**config.mk**
```make
export PLATFORM = sky130hd
export DESIGN_NAME = controle_polinomio
export DESIGN_NICKNAME = d
export VERILOG_FILES = /design/src/rtl/controle_polinomio.sv
export SDC_FILE = /design/constraint.sdc
export NUM_CORES = 1
export LEC_CHECK = 0
export BUFFER_PORTS_ARGS = -buffer_cell sky130_fd_sc_hd__buf_4
export CORE_AREA = 2 2 39 41
export DETAILED_ROUTE_END_ITERATION = 10
export DIE_AREA = 0 0 41 43
export SETUP_SLACK_MARGIN = 0.05
export SLEW_MARGIN = 15
export SYNTH_ARGS = -nofsm -noshare
export SYNTH_HDL_FRONTEND = slang
export SYNTH_SLANG_ARGS = --single-unit
```
**constraint.sdc**
```tcl
create_clock -name ck -period 1.95 [get_ports ck]
set_clock_uncertainty 0.2 [all_clocks]
set_input_delay 0.39 -clock ck [delete_from_list [all_inputs] [get_ports ck]]
set_output_delay 0.39 -clock ck [all_outputs]
set_load 0.1 [all_outputs]
```
**src/rtl/controle_polinomio.sv**
```systemverilog
// -----------------------------------------------------------------------------
// controle_polinomio
// Control block for the 16-bit polynomial datapath (Reg_X/Reg_S/Reg_H, operand
// muxes m0/m1/m2, add/multiply unit). Accepts a start/op request in IDLE and
// sequences load enables, mux selects and ALU opcode until Reg_S holds:
//   op 00 : A*X^2 + B*X + C  (Horner: ((A*X)+B)*X + C)
//   op 01 : A*X + B
//   op 10 : A*X^2 + C        (H = X*X, S = A*H + C)
//   op 11 : reserved, start ignored
//
// Ports
//   ck        in   clock, rising edge
//   rst       in   synchronous active-high reset
//   start     in   request, sampled only in IDLE
//   op[1:0]   in   operation select
//   lx        out  load Reg_X from input X
//   m0[1:0]   out  constant mux: 00 zero, 01 A, 10 B, 11 C
//   m1[1:0]   out  ALU port 1: 00 m0-out, 01 Reg_X, 10 Reg_S, 11 Reg_H
//   m2[1:0]   out  ALU port 2: 00 Reg_X, 01 m0-out, 10 Reg_S, 11 Reg_H
//   h         out  ALU op: 0 add, 1 multiply
//   ls        out  load Reg_S from ALU
//   lh        out  load Reg_H from ALU
//   done      out  one-cycle pulse, result valid in Reg_S
//   busy      out  high in every state except IDLE
//   op_count  out  completed-operation counter (only with CTRL_OP_COUNT_EN)
//
// Optional feature macro: CTRL_OP_COUNT_EN adds the op_count port and counter.
//
// Moore machine: every output is decoded from the state register and the
// latched op only, so there is no combinational path from start/op.
// -----------------------------------------------------------------------------
module controle_polinomio (
    input  logic       ck,
    input  logic       rst,
    input  logic       start,
    input  logic [1:0] op,
    output logic       lx,
    output logic [1:0] m0,
    output logic [1:0] m1,
    output logic [1:0] m2,
    output logic       h,
    output logic       ls,
    output logic       lh,
    output logic       done,
    output logic       busy
`ifdef CTRL_OP_COUNT_EN
    ,
    output logic [7:0] op_count
`endif
);

    localparam int unsigned OP_W  = 2;
    localparam int unsigned SEL_W = 2;
`ifdef CTRL_OP_COUNT_EN
    localparam int unsigned CNT_W = 8;
`endif

    // Operation codes
    localparam logic [OP_W-1:0] OP_QUAD = 2'b00;
    localparam logic [OP_W-1:0] OP_LIN  = 2'b01;
    localparam logic [OP_W-1:0] OP_SQH  = 2'b10;
    localparam logic [OP_W-1:0] OP_RSV  = 2'b11;

    // Constant mux selects
    localparam logic [SEL_W-1:0] M0_ZERO = 2'b00;
    localparam logic [SEL_W-1:0] M0_A    = 2'b01;
    localparam logic [SEL_W-1:0] M0_B    = 2'b10;
    localparam logic [SEL_W-1:0] M0_C    = 2'b11;

    // ALU port 1 selects
    localparam logic [SEL_W-1:0] P1_M0 = 2'b00;
    localparam logic [SEL_W-1:0] P1_X  = 2'b01;
    localparam logic [SEL_W-1:0] P1_S  = 2'b10;

    // ALU port 2 selects
    localparam logic [SEL_W-1:0] P2_X  = 2'b00;
    localparam logic [SEL_W-1:0] P2_M0 = 2'b01;
    localparam logic [SEL_W-1:0] P2_H  = 2'b11;

    typedef enum logic [2:0] {
        S_IDLE = 3'd0,
        S_LOAD = 3'd1,
        S_SQ   = 3'd2,
        S_MUL1 = 3'd3,
        S_ADD1 = 3'd4,
        S_MUL2 = 3'd5,
        S_ADD2 = 3'd6,
        S_DONE = 3'd7
    } state_t;

    state_t          state;
    state_t          state_nx;
    logic [OP_W-1:0] op_q;
    logic            accept;

    // A request is taken only from IDLE and never for the reserved code
    assign accept = (state == S_IDLE) && start && (op != OP_RSV);

    // State register
    always_ff @(posedge ck) begin
        if (rst) begin
            state <= S_IDLE;
        end else begin
            state <= state_nx;
        end
    end

    // Latched operation, captured on the accepting edge and held until IDLE
    always_ff @(posedge ck) begin
        if (rst) begin
            op_q <= OP_QUAD;
        end else if (accept) begin
            op_q <= op;
        end
    end

    // Next-state logic
    always_comb begin
        state_nx = state;
        unique case (state)
            S_IDLE: begin
                if (accept) begin
                    state_nx = S_LOAD;
                end
            end
            S_LOAD: begin
                state_nx = (op_q == OP_SQH) ? S_SQ : S_MUL1;
            end
            S_SQ: begin
                state_nx = S_MUL1;
            end
            S_MUL1: begin
                state_nx = (op_q == OP_SQH) ? S_ADD2 : S_ADD1;
            end
            S_ADD1: begin
                state_nx = (op_q == OP_LIN) ? S_DONE : S_MUL2;
            end
            S_MUL2: begin
                state_nx = S_ADD2;
            end
            S_ADD2: begin
                state_nx = S_DONE;
            end
            S_DONE: begin
                state_nx = S_IDLE;
            end
            default: begin
                state_nx = S_IDLE;
            end
        endcase
    end

    // Output decode: everything idle by default, each state drives what it uses
    always_comb begin
        lx   = 1'b0;
        m0   = M0_ZERO;
        m1   = P1_M0;
        m2   = P2_X;
        h    = 1'b0;
        ls   = 1'b0;
        lh   = 1'b0;
        done = 1'b0;
        busy = (state != S_IDLE);
        unique case (state)
            S_IDLE: begin
            end
            S_LOAD: begin
                lx = 1'b1;
            end
            S_SQ: begin
                // H = X * X
                m1 = P1_X;
                m2 = P2_X;
                h  = 1'b1;
                lh = 1'b1;
            end
            S_MUL1: begin
                // S = A * X, or S = A * H for the squared form
                m0 = M0_A;
                m1 = P1_M0;
                m2 = (op_q == OP_SQH) ? P2_H : P2_X;
                h  = 1'b1;
                ls = 1'b1;
            end
            S_ADD1: begin
                // S = S + B
                m0 = M0_B;
                m1 = P1_S;
                m2 = P2_M0;
                ls = 1'b1;
            end
            S_MUL2: begin
                // S = S * X
                m1 = P1_S;
                m2 = P2_X;
                h  = 1'b1;
                ls = 1'b1;
            end
            S_ADD2: begin
                // S = S + C
                m0 = M0_C;
                m1 = P1_S;
                m2 = P2_M0;
                ls = 1'b1;
            end
            S_DONE: begin
                done = 1'b1;
            end
            default: begin
            end
        endcase
    end

`ifdef CTRL_OP_COUNT_EN
    // Completed-operation counter, wraps naturally at 2^CNT_W
    always_ff @(posedge ck) begin
        if (rst) begin
            op_count <= '0;
        end else if (state == S_DONE) begin
            op_count <= op_count + CNT_W'(1);
        end
    end
`endif

endmodule

```
==> impl_results.md <==
* Int Pwr at about 0.00041 W
* Crit path required time at ~1400 ps
* Worst Setup Start Kind: flop
* Die area at 1760 sq um
* Yosys warns at 0
* DR iter-0 viols at 4
* Clock tree buffer depth at 2
* Max Freq at ~0.54 GHz
* Number of global-route vias before repair at 323
* Fin. Hold Viols at 0
* Number of port buffers at 16
* Hold Path Depth at 2
* Hold/Removal Path Class: in2reg
* CP arrival at roughly 1300 ps
* Core area at between 1000 and 1500 sq um
* Die H at about 43 um
* Yosys cell types at 26
* Drt drc at 0
* Largest delay share family, worst path: buffers and inverters
* Crit Path Class: reg2out
* Maximum VDD drop at between 0.0005 and 0.0006 V
* Initial Util at a little over a quarter
* Worst Reg-to-Reg Cells at 4
* GPL Wtd Cong at approximately 0.67
* Slowest stage cell, crit path: dfxtp_2
* Worst Tran Pin Value at 279 ps
* Top Ports at 17
* WL/cell at 9.07 um
* Share of power burned in registers at about 17%
* Leak at just under 0.3 nW
* Sequential area share after synthesis at 27.5%
* Area leader, netlist: dfxtp_1
* Root Buffer: clkbuf_4
* Remaining global-route overflow at 0
* Avg Vias per Cell at ~4.5
* Drt pass-1 iters at 2
* Hold Crit Start: rst
* Mapped Avg Cell Area at approximately 8.5 sq um
* CTS tree: yes
* Ant diodes at 0
* Area grow syn2layout at 69.1%
* Slew Limit Headroom at 81.5%
* Synth area leaders: dfxtp_1, or2b_1, mux2i_1, nor3_2, xnor2_2
* RR Startpoint: state[0]
* Area share of the largest cell type after synthesis at 27.5%
* Switching Fraction at 58.4%
* Die Wd at 41 um
* Post-synthesis cell count at 43
* Max_cap viols at 0
* Initial antenna violation count at 0
* Synthesis-stage register bit count at 5
* Wire length of the first global-routing pass at about 1.3 mm
* FF-to-FF End: op_q[0]
* Hold EP: state[0]
* Overall power at 0.000992 W
* CTS clk-pin slew, worst paths at around 50 ps
* Clock power share at 12.6%
* Aggregate routed wire length at roughly 740 um
* Status: finished, final reports clean
* Crit-path max FO at 7
* Htree depth at 1
* Net Sw Power at between 0.0005 and 0.0006 W
* Buffers & Inverters on Critical Path at 2
* CP cell instances: buf_4 -> nor3_4 -> or2_4 -> buf_8
* Row count at 14
* Post-synthesis cell area at ~360 sq um
* Largest net degree at the start of global routing at 9
* Cts bufs inserted at 3
* Post-Syn Nets at 48
* Pwr/cell area at 1610 nW/um^2
* Antenna Nets Post-Route at 0
* Gate power share at a little over two thirds
* Crit end category: output port
* Share of post-route cells with drive strength above 1 at between 60% and 70%
* Flop2flop setup slack at between 500 and 600 ps
* Tcrit/Tclk final at roughly 95%
* Setup violations, final at 0
* Hold-fix buffers at CTS at 0
* GRT Overall Usage at 11.6%
* Setup repair after global routing missed its margin: yes
* Slew Limit Fails at 0
* Clock period minus worst slack at 1860 ps
* Final core utilization at ~44%
* Num Clock Sinks at 5
* Skew-Pair Late Insertion Delay at 250 ps
* Critical Path Max Stage Delay at 340 ps
* Post-DP HPWL at approximately 570 um
* NumNets Final at ~70
* Via count at 366
## registers in the layout, summed over array words and instances, names as in the netlist
register  count
op_q          2
state         3
## layout by cell type (no fill, tap or decap), types with 2 or more instances in the layout
master,count
or2b_1,4
dfxtp_2,2
inv_1,2
clkbuf_4,3
mux2i_1,2
nand2_1,2
nand3_1,2
buf_4,18
and2_1,2
nor2b_1,2
dfxtp_1,2
## synthesized netlist by cell type
master	number
nand2_2	1
or2_0	1
nor3_1	1
or2_1	1
buf_4	2
and2b_1	1
nor2_1	2
nor3_2	2
nand2b_1	2
o21a_1	1
o21ai_0	1
nor2b_1	2
a311oi_1	1
or2b_1	4
xnor2_2	1
mux2i_1	2
inv_1	2
buf_2	1
and2_1	2
nand3_1	2
dfxtp_1	5
a31oi_1	1
and3_2	1
nand2_1	2
o21ba_1	1
and3_4	1
## layout make-up
cell class	count	area, sq um
inverter	2	7.51
clock buffer	4	26.3
sequential	5	106
timing repair buffer	21	181
tap	16	20.0
multi-input combinational	33	274
fill	129	768
## worst max path at each step
stage                        start  endpoint  slack [ps]  depth (start not counted)
after floorplan           state[0]     m2[0]        -390                          4
after global placement    state[0]     m2[0]         220                          3
after detailed placement  state[0]     m2[0]         200                          3
after CTS                 state[2]     m2[0]          20                          4
after global routing      state[0]      busy          30                          4
final                     state[2]     m2[0]          90                          4
## kinds of logic after synthesis
logic type | after synthesis | share of synthesized area, %
multiplexers | 2 | 5.50
AO/OA/AOI/OAI | 5 | 10.3
flip-flops | 5 | 27.5
XOR/XNOR | 1 | 4.47
buffers and inverters | 5 | 7.56
AND/OR/NAND/NOR | 25 | 44.7
## through the flow
| step | setup TNS (ps) | hold slack, ps | setup slack (ps) | instance area [sq um] | std cells |
|---|---|---|---|---|---|
| after detailed placement | 0 | 373 | 201 | 537 | 74 |
| final | 0 | 139 | 90.3 | 616 | 81 |
| after global placement | 0 | 372 | 217 | 537 | 74 |
| after global routing | 0 | 145 | 27.8 | 616 | 81 |
| after floorplan | -882 | 252 | -388 | 412 | 43 |
| after CTS | 0 | 137 | 23.1 | 599 | 81 |
## repair_timing
item	in CTS	in global routing
endpoints found under the setup margin	3	7
setup buffers	3	0
resized for setup	4	5
pin swaps	0	0
hold endpoints to repair	0	0
## power by group through the flow
| stage | Sequential (W) | Combinational, W | Clock, W |
|---|---|---|---|
| 2_1_floorplan | 0.000153 | 0.000568 | 0 |
| 3_3_place_gp | 0.000177 | 0.000629 | 0 |
| 3_5_place_dp | 0.000177 | 0.000631 | 0 |
| 4_1_cts | 0.000164 | 0.000685 | 0.000128 |
| 5_1_grt | 0.000169 | 0.000731 | 0.000136 |
| 6_report | 0.000165 | 0.000702 | 0.000125 |
## per-layer routing
metal,global-route usage (%),routed length [um],share of wire [%],up-vias
met4,12.0,35,4.8,0
li1,-,-,-,188
met2,15.3,356,48,9
met3,3.14,39,5.3,4
met5,0,0,0,-
met1,13.5,303,41,165
(Power assumes the default switching activity.)
